--- src/rtl/fetch_decode_if.sv ---
// Memory, ALU and status bundle between the sequencer and the rest of the core.
interface fetch_decode_if;
  logic       run;
  logic [7:0] data_in;
  logic [7:0] addr;
  logic [7:0] data_out;
  logic       we;
  logic [7:0] a_out;
  logic [7:0] b_out;
  logic [7:0] alu_op;
  logic       alu_en;
  logic [7:0] alu_result;
  logic       halted;
  logic       illegal;

  modport master (
    input  run, data_in, alu_result,
    output addr, data_out, we, a_out, b_out, alu_op, alu_en, halted, illegal
  );

  modport slave (
    output run, data_in, alu_result,
    input  addr, data_out, we, a_out, b_out, alu_op, alu_en, halted, illegal
  );
endinterface

--- src/rtl/fetch_decode.sv ---
// Instruction sequencer for the 8-bit core: fetches opcode/operand bytes,
// decodes them, runs loads/stores/jumps itself and hands ALU ops to the ALU.
module fetch_decode #(
  parameter logic [7:0] RESET_PC = 8'h00
) (
  input  logic           clk,
  input  logic           rst,
  fetch_decode_if.master bus
);
  localparam logic [2:0] S_FETCH   = 3'd0;
  localparam logic [2:0] S_DECODE  = 3'd1;
  localparam logic [2:0] S_OPERAND = 3'd2;
  localparam logic [2:0] S_EXEC    = 3'd3;
  localparam logic [2:0] S_STORE   = 3'd4;
  localparam logic [2:0] S_ALU     = 3'd5;
  localparam logic [2:0] S_HALT    = 3'd6;

  localparam logic [7:0] OP_NOP = 8'h00;
  localparam logic [7:0] OP_LDA = 8'h01;
  localparam logic [7:0] OP_LDB = 8'h02;
  localparam logic [7:0] OP_STA = 8'h03;
  localparam logic [7:0] OP_JMP = 8'h04;
  localparam logic [7:0] OP_JZ  = 8'h05;
  localparam logic [7:0] OP_HLT = 8'hFF;

  logic [2:0] state_q, state_d;
  logic [7:0] pc_q, pc_d;
  logic [7:0] addr_q, addr_d;
  logic [7:0] inst_q, inst_d;
  logic [7:0] opnd_q, opnd_d;
  logic [7:0] a_q, a_d;
  logic [7:0] b_q, b_d;
  logic [7:0] alu_op_q, alu_op_d;
  logic [7:0] data_out_q, data_out_d;
  logic       we_q, we_d;
  logic       alu_en_q, alu_en_d;
  logic       halted_q, halted_d;
  logic       illegal_q, illegal_d;

  logic is_alu, has_opnd;

  // 0x10-0x17 go to the ALU; 0x01-0x05 carry one operand byte
  assign is_alu   = (bus.data_in[7:3] == 5'b00010);
  assign has_opnd = (bus.data_in >= OP_LDA) && (bus.data_in <= OP_JZ);

  // Next-state and datapath; strobes (we, alu_en, illegal) default low so they pulse
  always_comb begin
    state_d    = state_q;
    pc_d       = pc_q;
    addr_d     = addr_q;
    inst_d     = inst_q;
    opnd_d     = opnd_q;
    a_d        = a_q;
    b_d        = b_q;
    alu_op_d   = alu_op_q;
    data_out_d = data_out_q;
    we_d       = 1'b0;
    alu_en_d   = 1'b0;
    halted_d   = 1'b0;
    illegal_d  = 1'b0;
    case (state_q)
      S_FETCH: begin
        if (bus.run) begin
          addr_d  = pc_q;
          state_d = S_DECODE;
        end
      end
      S_DECODE: begin
        inst_d = bus.data_in;
        pc_d   = pc_q + 8'd1;
        addr_d = pc_q + 8'd1;
        if (has_opnd) begin
          state_d = S_OPERAND;
        end else if (is_alu) begin
          alu_op_d = bus.data_in;
          alu_en_d = 1'b1;
          state_d  = S_ALU;
        end else if (bus.data_in == OP_NOP) begin
          state_d = S_FETCH;
        end else if (bus.data_in == OP_HLT) begin
          halted_d = 1'b1;
          state_d  = S_HALT;
        end else begin
          illegal_d = 1'b1;
          state_d   = S_FETCH;
        end
      end
      S_OPERAND: begin
        opnd_d  = bus.data_in;
        pc_d    = pc_q + 8'd1;
        state_d = S_EXEC;
      end
      S_EXEC: begin
        state_d = S_FETCH;
        case (inst_q)
          OP_LDA: a_d = opnd_q;
          OP_LDB: b_d = opnd_q;
          OP_JMP: pc_d = opnd_q;
          OP_JZ:  if (a_q == 8'h00) pc_d = opnd_q;
          OP_STA: begin
            addr_d     = opnd_q;
            data_out_d = a_q;
            we_d       = 1'b1;
            state_d    = S_STORE;
          end
          default: ;
        endcase
      end
      S_STORE: state_d = S_FETCH;
      S_ALU: begin
        a_d     = bus.alu_result;
        state_d = S_FETCH;
      end
      S_HALT: halted_d = 1'b1;
      default: state_d = S_FETCH;
    endcase
  end

  // State registers; async reset aborts any instruction in flight
  always_ff @(posedge clk or posedge rst) begin
    if (rst) begin
      state_q    <= S_FETCH;
      pc_q       <= RESET_PC;
      addr_q     <= RESET_PC;
      inst_q     <= 8'h00;
      opnd_q     <= 8'h00;
      a_q        <= 8'h00;
      b_q        <= 8'h00;
      alu_op_q   <= 8'h00;
      data_out_q <= 8'h00;
      we_q       <= 1'b0;
      alu_en_q   <= 1'b0;
      halted_q   <= 1'b0;
      illegal_q  <= 1'b0;
    end else begin
      state_q    <= state_d;
      pc_q       <= pc_d;
      addr_q     <= addr_d;
      inst_q     <= inst_d;
      opnd_q     <= opnd_d;
      a_q        <= a_d;
      b_q        <= b_d;
      alu_op_q   <= alu_op_d;
      data_out_q <= data_out_d;
      we_q       <= we_d;
      alu_en_q   <= alu_en_d;
      halted_q   <= halted_d;
      illegal_q  <= illegal_d;
    end
  end

  assign bus.addr     = addr_q;
  assign bus.data_out = data_out_q;
  assign bus.we       = we_q;
  assign bus.a_out    = a_q;
  assign bus.b_out    = b_q;
  assign bus.alu_op   = alu_op_q;
  assign bus.alu_en   = alu_en_q;
  assign bus.halted   = halted_q;
  assign bus.illegal  = illegal_q;
endmodule

--- src/flat_wrapper.sv ---
// flat-port wrapper written by rule: the top's interface ports become plain ports
module fetch_decode_flat 
#(
  parameter logic [7:0] RESET_PC = 8'h00
)
  (clk, rst, bus_run, bus_data_in, bus_alu_result, bus_addr, bus_data_out, bus_we, bus_a_out, bus_b_out, bus_alu_op, bus_alu_en, bus_halted, bus_illegal);
  fetch_decode_if bus_i ();
  input  logic clk;
  input  logic rst;
  input wire logic [$bits(bus_i.run)-1:0] bus_run;
  input wire logic [$bits(bus_i.data_in)-1:0] bus_data_in;
  input wire logic [$bits(bus_i.alu_result)-1:0] bus_alu_result;
  output wire logic [$bits(bus_i.addr)-1:0] bus_addr;
  output wire logic [$bits(bus_i.data_out)-1:0] bus_data_out;
  output wire logic [$bits(bus_i.we)-1:0] bus_we;
  output wire logic [$bits(bus_i.a_out)-1:0] bus_a_out;
  output wire logic [$bits(bus_i.b_out)-1:0] bus_b_out;
  output wire logic [$bits(bus_i.alu_op)-1:0] bus_alu_op;
  output wire logic [$bits(bus_i.alu_en)-1:0] bus_alu_en;
  output wire logic [$bits(bus_i.halted)-1:0] bus_halted;
  output wire logic [$bits(bus_i.illegal)-1:0] bus_illegal;
  assign bus_i.run = bus_run;
  assign bus_i.data_in = bus_data_in;
  assign bus_i.alu_result = bus_alu_result;
  assign bus_addr = bus_i.addr;
  assign bus_data_out = bus_i.data_out;
  assign bus_we = bus_i.we;
  assign bus_a_out = bus_i.a_out;
  assign bus_b_out = bus_i.b_out;
  assign bus_alu_op = bus_i.alu_op;
  assign bus_alu_en = bus_i.alu_en;
  assign bus_halted = bus_i.halted;
  assign bus_illegal = bus_i.illegal;
  fetch_decode #(.RESET_PC(RESET_PC)) u_core (.clk(clk), .rst(rst), .bus(bus_i));
endmodule
--- config.mk ---
export PLATFORM = sky130hd
export DESIGN_NAME = fetch_decode_flat
export DESIGN_NICKNAME = d
export VERILOG_FILES = /design/src/rtl/fetch_decode_if.sv /design/src/rtl/fetch_decode.sv /design/src/flat_wrapper.sv
export SDC_FILE = /design/constraint.sdc
export NUM_CORES = 1
export LEC_CHECK = 0
export ABC_AREA = 1
export CAP_MARGIN = 20
export CORE_MARGIN = 2
export CORE_UTILIZATION = 47
export CTS_CLUSTER_SIZE = 8
export DETAILED_ROUTE_END_ITERATION = 10
export PLACE_DENSITY = 0.82
export SYNTH_ARGS = -nofsm -noshare
export SYNTH_HDL_FRONTEND = slang
export SYNTH_SLANG_ARGS = --single-unit
--- constraint.sdc ---
create_clock -name clk -period 2.3 [get_ports clk]
set_input_delay 0.46 -clock clk [delete_from_list [all_inputs] [get_ports clk]]
set_output_delay 0.46 -clock clk [all_outputs]
set_load 0.02 [all_outputs]
## Word level (Yosys, flattened, before mapping)

Cells that the tools add are included.
W data, S select, Z words.

- Multiplexer cells: 30
- Add/subtract/negate cells: 1
- Equal/unequal tests: 17
- Order comparisons: 2
- Bitwise gates (word level): 2
- Reductions and logical operators: 15

Operators by type and width:

| cell | number |
|---|---|
| $pmux W8 S2 | 3 |
| $mux W8 | 4 |
| $pmux W8 S3 | 1 |
| $mux W3 | 6 |
| $eq A8 B2 Y1 const B | 2 |
| $eq A8 B3 Y1 const B | 2 |
| $logic_not A8 Y1 | 2 |
| $pmux W3 S5 | 1 |
| $mux W1 | 14 |
| $reduce_and A3 Y1 | 3 |
| $add A8 B1 Y8 const B | 1 |
| $eq A8 B1 Y1 const B | 1 |
| $eq A8 B8 Y1 const B | 1 |
| $ge A8 B1 Y1 const B | 1 |
| $le A8 B3 Y1 const B | 1 |
| $reduce_and A2 Y1 | 4 |
| $eq A3 B2 Y1 const B | 2 |
| $eq A3 B3 Y1 const B | 2 |
| $ne A2 B2 Y1 const B | 3 |
| $ne A3 B2 Y1 const B | 2 |
| $eq A5 B2 Y1 const B | 1 |
| $reduce_bool A2 Y1 | 2 |
| $eq A3 B1 Y1 const B | 1 |
| $logic_not A3 Y1 | 1 |
| other kinds (5) | 6 |

- Flip-flop bits (word level): 71
- Output and inout bits: 44

## Depth between registers and ports, before layout

Gate-level depths: netlist (run 1).

- Word-level depth: 6
- Mapped depth: 10
- Depth with buffers taken out: 10

## Worst setup path before layout (run 1)

Ideal clock, no wire load.

- Path kind: flip-flop to flip-flop
- Start point: register u_core.state_q[1]
- End point: register u_core.addr_q[6], in the netlist u_core.bus.addr[6]
- Setup time: 116 ps
- Required time: 2184 ps
- Arrival time: 1215 ps
- Path slack: 968 ps
- Cell stages (with the launch flop): 8
- Path through: dfrtp_1 inv_1 nand3_1 or2_2 nand2_4 clkinv_4 nand2_1 nand2_1

- Cells in the longest elaborated chain, start to end: 3
- Elaborated cells on any way between the ends: 8
- Those cells by class: 4 x eq/ne; 1 x mux; 3 x reduce/logical

RTL lines:

| element | line | source |
|---|---|---|
| start: declaration | fetch_decode.sv:26 | `logic [2:0] state_q, state_d;` |
| start signal: assignment | fetch_decode.sv:136 | `state_q <= state_d;` |
| $eq A3 B2 Y1 (tied with other cells) | fetch_decode.sv:61 | `case (state_q)` |
| $ne A2 B2 Y1 (no line) / $reduce_bool A3 Y1 (equally long branches) | -- |  |
| $reduce_and A3 Y1 (no line) | -- |  |
| end signal: assignment | fetch_decode.sv:138 | `addr_q <= addr_d;` |
| end: declaration | fetch_decode.sv:28 | `logic [7:0] addr_q, addr_d;` |

Several ways; a longest one is shown, not always the timed one.
A chain may end at the register's enable or synchronous reset.

## Final worst setup path (run 1)

- Start point: register u_core.a_q[4], in the netlist u_core.bus.a_out[4]
- End point: output port bus_a_out[4]

RTL lines:

| element | line | source |
|---|---|---|
| start: declaration | fetch_decode.sv:31 | `logic [7:0] a_q, a_d;` |
| start signal: assignment | fetch_decode.sv:127 | `a_q <= 8'h00;` |
| start signal: assignment | fetch_decode.sv:141 | `a_q <= a_d;` |
| end: declaration | flat_wrapper.sv:16 | `output wire logic [$bits(bus_i.a_out)-1:0] bus_a_out;` |

No word-level cell between the ends.

==> results of run 1 <==
==> through the flow <==
step | hold slack, ns | instances | setup WS (ns) | power [W]
finish | 0.466 | 601 | 0.482 | 0.00245
global route | 0.502 | 601 | 0.367 | 0.00253
CTS | 0.470 | 601 | 0.461 | 0.00247
detailed placement | 0.450 | 585 | 0.410 | 0.00136
global placement | 0.452 | 585 | 0.524 | 0.00136
floorplan | 0.454 | 430 | 0.0434 | 0.00131
==> logic make-up after synthesis <==
logic type               share of synthesized area
AND/OR/NAND/NOR                              0.311
flip-flops                                   0.512
buffers and inverters                       0.0815
AO/OA/AOI/OAI                               0.0865
XOR/XNOR                                   0.00505
adder cells (fa/ha/maj)                    0.00360
==> worst max path at each step <==
stage / to / slack (ns) / start / cells past startpoint
floorplan: u_core.bus.a_out[0] / 0.04 / rst / 1
global placement: u_core.bus.alu_op[1] / 0.52 / bus_data_in[2] / 8
detailed placement: u_core.bus.alu_op[2] / 0.41 / bus_data_in[2] / 8
global route: u_core.bus.data_out[7] / 0.37 / u_core.state_q[2] / 6
finish: bus_a_out[4] / 0.48 / u_core.bus.a_out[4] / 1
CTS: bus_a_out[3] / 0.46 / u_core.bus.a_out[3] / 1
==> synth_stat cells, drive strengths merged <==
library cell	instances	area, um2
nand2	158	621
o221ai	8	70.1
nor2	23	110
nand3	52	280
nor4	1	6.26
or2	1	6.26
nor3	7	45.0
ha	1	12.5
xor2	2	17.5
dfrtp	71	1780
clkinv	2	12.5
o21ai	30	180
buf	7	56.3
o21bai	3	22.5
o211ai	1	7.51
clkbuf	3	11.3
a21oi	4	20.0
nand4	2	12.5
inv	54	203
==> layout make-up <==
| cell class | instances | area share |
|---|---|---|
| clock buffers | 11 | 0.0321 |
| inverters | 56 | 0.0489 |
| repair buffers | 66 | 0.148 |
| multi-input cells | 293 | 0.321 |
| clock inverters | 5 | 0.0185 |
| well taps | 99 | 0.0281 |
| flip-flops and latches | 71 | 0.404 |
==> registers in the layout (all words and copies together), names as in the netlist <==
name                 cells
u_core.bus.a_out         8
u_core.bus.addr          8
u_core.bus.alu_en        1
u_core.bus.alu_op        8
u_core.bus.b_out         8
u_core.bus.data_out      8
u_core.bus.halted        1
u_core.bus.illegal       1
u_core.bus.we            1
u_core.inst_q            8
u_core.opnd_q            8
u_core.pc_q              8
u_core.state_q           3
==> where the power goes <==
part           total (W)  switching [W]  internal (W)
combinational  0.0000837      0.0000485     0.0000352
clock            0.00111       0.000472      0.000641
sequential       0.00125     0.00000243       0.00125
total            0.00245       0.000523       0.00193
==> metal layers <==
| metal | routed length, um | vias to the layer above | global-route usage |
|---|---|---|---|
| met5 | 0 | - | 0 |
| met2 | 3890 | 105 | 0.344 |
| met1 | 3500 | 1404 | 0.279 |
| met4 | 196 | 0 | 0.0756 |
| li1 | - | 1513 | - |
| met3 | 455 | 20 | 0.0578 |
==> impl_metrics.csv, run 1 <==
group,metric,value,unit
floorplan,rows,31,
worst_setup_path,crit_buf_inv,1,
layout,area_growth,26.8,%
yosys,yosysSeqAreaShare,0.512,
clock_tree,cts_resized,0,
worst_setup_path,r2r_slack,0.53,ns
sta,tightest_slew,0.511,ns
global_route,grt_pass1_wl,13700,um
global_route,overflow,0,
layout,seqCellArea,1780,um2
place,portBuffers,62,
global_route,grt_max_degree,41,
worst_setup_path,critPathMaxStageDelay,0.62,ns
layout,final_common_cell,"nand2_1",
yosys,yosys.cell_types.count,31,
layout,fin_util,0.610,
clock_tree,cts_sinks,71,
sta,fmax,0.550,GHz
job,cap_violations,0,
layout,num-nets-final,517,
route,first_pass_iters,7,
worst_setup_path,cp.required,1.84,ns
outcome,status,"finished, violations left",
floorplan,die_area,8090,um2
sta,slew_headroom,0.659,
place,place_area,4180,um2
hold_path,whs_path_depth,2,
route,drc,1,
sta,post-route-min-period,1.82,ns
clock_tree,cts_setup_buffers,0,
yosys,ys_ff_latch,71,
power,power_density,556,nW/um2
worst_setup_path,worstReg2RegStart,"u_core.state_q[2]",
worst_setup_path,setup.worst_path.start_class,"flip-flop",
worst_setup_path,r2r-end,"u_core.bus.data_out[3]",
clock_tree,cts_hold_buffers,0,
sta,rsz0062_at_grt,"false",
global_route,grt_usage,0.213,
floorplan,io_pins,63,
worst_setup_path,critical_path.cell_chain,"clkdlybuf4s50_1",
sta,finalCritPeriodShare,0.791,
yosys,syn_nets,450,
floorplan,initial_core_util,0.481,
worst_setup_path,crit_slowest_cell,"clkdlybuf4s50_1",
clock_tree,cts_tree,"done",
place,place_congestion,0.903,
place,dp_hpwl,5850,um
floorplan,core-area,7210,um2
layout,multi_input_area,1410,um2
worst_setup_path,crit_family,"buffers and inverters",
power,peakVddDrop,0.337,mV
route,wl,8050,um
sta,finalSetupViolations,0,
global_route,grt_pass1_vias,2903,
route,via_per_inst,5.06,
floorplan,die_h,89.9,um
sta,fin_skew,0.00884,ns
clock_tree,htree_levels,3,
route,routed-via-count,3042,
sta,tns,0,ns
worst_setup_path,crit_arrival,1.36,ns
hold_path,hp-start,"u_core.bus.alu_op[4]",
hold_path,min_to,"u_core.bus.alu_op[4]",
outcome,failed_checks,"design-rule violations",
layout,n_antenna_cell,0,
worst_setup_path,critPathMaxFanout,3,
clock_tree,clkLatencyLatePin,0.35,ns
layout,mostFrequentLayoutCells,"153 x nand2_1, 71 x dfrtp_1, 62 x clkdlybuf4s50_1, 50 x inv_1, 48 x nand3_1",
yosys,postSynthAreaPerCell,8.07,um2
hold_path,worstHoldPathType,"reg -> reg",
route,ant_nets,0,
yosys,yosysWarningCount,0,
layout,drive_gt1_frac,0.0916,
worst_setup_path,ff2ff_path_depth,6,
route,wl_per_cell,13.4,um
global_route,grt_antenna_before_repair,0,
clock_tree,cts_buffer_depth,2,
worst_setup_path,criticalPathCategory,"reg -> out",
yosys,syn-cell-area,3470,um2
worst_setup_path,endpoint_kind,"primary output",
clock_tree,clock-root-buffer,"clkbuf_8",
layout,fillers,666,
sta,hold_violations,0,
clock_tree,cts_buffers,9,
route,drt_first_iter_violations,225,
power,p_leak,2.33,nW
layout,final_area,4400,um2
sta,slew_violations,0,
yosys,synthesis.instances,430,
clock_tree,path_clk_slew,0.08,ns
floorplan,die_x,89.9,um
No activity file was read; power rests on OpenSTA's default activity.
==> inputs of run 2 (changes only) <==
Clock period 2.3 ns to 1.61 ns, I/O delays scaled along.
==> run 2 against run 1 <==
Net effect: global-route usage down 0.34 points; combinational power up 57%; design area up 1.7%; setup slack worse by 0.34 ns; critical endpoint is now u_core.bus.addr[3]; non-clock buffer count up 15; the run now ends clean.
==> impl_metrics.csv, run 2 (synthesis gave the netlist of run 1 again) <==
group,metric,value,unit
global_route,grt_max_degree,72,
global_route,overflow,0,
hold_path,worstHoldPathType,"in -> async",
place,detailedPlace.worstSlack,-0.0399,ns
layout,drive_gt1_frac,0.122,
route,routed-via-count,3179,
global_route,grt_usage,0.210,
clock_tree,cts_resized,41,
place,dp.cells,600,
floorplan,die_h,89.9,um
route,ant_nets,0,
floorplan,initial_core_util,0.481,
layout,mostFrequentLayoutCells,"152 x nand2_1, 70 x dfrtp_1, 50 x inv_1, 48 x nand3_1, 41 x dlygate4sd2_1",
sta,setup_slack,0.143,ns
global_route,grt_pass1_wl,13700,um
worst_setup_path,crit_arrival,1.71,ns
sta,fmax,0.682,GHz
clock_tree,path_clk_slew,0.07,ns
worst_setup_path,setup.worst_path.start_class,"flip-flop",
layout,fin_util,0.620,
route,wl_per_cell,12.9,um
clock_tree,cts_tree,"done",
layout,area_growth,28.9,%
sta,tns,0,ns
clock_tree,clock-root-buffer,"clkbuf_8",
route,drt-met1-wl,3380,um
floorplan,rows,31,
worst_setup_path,cp.required,1.85,ns
layout,fillers,643,
route,via_per_inst,5.17,
clock_tree,cts_buffers,9,
layout,final_common_cell,"nand2_1",
sta,rsz0062_at_grt,"false",
worst_setup_path,r2r_slack,0.14,ns
job,cap_violations,0,
route,wl_met3,494,um
clock_tree,cts_buffer_depth,2,
sta,slew_violations,0,
floorplan,die_x,89.9,um
place,place_congestion,0.869,
worst_setup_path,criticalPathCategory,"reg -> reg",
outcome,status,"completed",
place,dp_hpwl,5760,um
sta,hold_violations,0,
clock_tree,cts_sinks,71,
global_route,grt_antenna_before_repair,0,
route,drc,0,
route,first_pass_iters,5,
layout,n_antenna_cell,0,
worst_setup_path,critPathMaxFanout,7,
clock_tree,cts_hold_buffers,0,
power,p_leak,2.57,nW
sta,slew_headroom,0.752,
floorplan,io_pins,63,
worst_setup_path,endpoint_kind,"flip-flop",
route,wl_met2,3870,um
floorplan,core-area,7210,um2
sta,finalCritPeriodShare,0.911,
sta,fin_skew,0.0103,ns
floorplan,die_area,8090,um2
clock_tree,clkLatencyLatePin,0.36,ns
power,peakVddDrop,0.477,mV
clock_tree,cts_setup_buffers,0,
sta,finalSetupViolations,0,
place,portBuffers,62,
clock_tree,htree_levels,3,
route,drt_first_iter_violations,260,
power,power_density,724,nW/um2
sta,tightest_slew,0.372,ns
route,wl,7920,um
sta,post-route-min-period,1.47,ns
layout,final_cells,615,
route,highest_layer,"met4",
layout,num-nets-final,532,
global_route,grt_pass1_vias,3001,
## run 2: layout make-up
type                            count  area [um2]  share of cell area
Clock inverter                      3        17.5             0.00391
Multi-Input combinational cell    293        1410               0.316
Inverter                           56         219              0.0489
Clock buffer                       12         165              0.0369
Timing Repair Buffer               81         757               0.169
Sequential cell                    71        1780               0.397
Tap cell                           99         124              0.0277
## run 2: stage by stage
stage | area, um2 | total power, W | hold WS, ns
2_1_floorplan | 3470 | 0.00187 | 0.443
3_3_place_gp | 4330 | 0.00196 | 0.451
3_5_place_dp | 4330 | 0.00196 | 0.455
4_1_cts | 4460 | 0.00326 | 0.430
5_1_grt | 4470 | 0.00335 | 0.463
6_report | 4470 | 0.00324 | 0.405
## run 2: per-layer routing
layer	vias to the layer above	global-route usage
li1	1539	-
met1	1500	0.273
met3	21	0.0503
met5	-	0
met2	119	0.343
met4	0	0.0808
## run 2: where the power goes
part | switching [W] | internal [W]
Sequential | 0.00000357 | 0.00179
Clock | 0.000647 | 0.000671
Combinational | 0.0000717 | 0.0000593
## run 2: worst paths after layout
check	startpoint	endpoint	depth (start not counted)
min in group clk	u_core.bus.alu_op[7]	u_core.bus.alu_op[7]	2
setup reg to reg	u_core.state_q[1]	u_core.bus.addr[3]	7
max in group asynchronous	rst	u_core.pc_q[0]	3
hold reg to reg	u_core.bus.alu_op[7]	u_core.bus.alu_op[7]	2
hold / removal	rst	u_core.bus.b_out[5]	3
setup / recovery	u_core.state_q[1]	u_core.bus.addr[3]	7
## run 2: critical path, stage by stage, from the launching register on
cell      delay, ns
dfrtp_1        0.45
inv_1          0.14
nand3_1        0.11
or2_2          0.32
nand2_4        0.13
clkinv_4       0.08
nand2_1        0.07
nand2_1        0.05
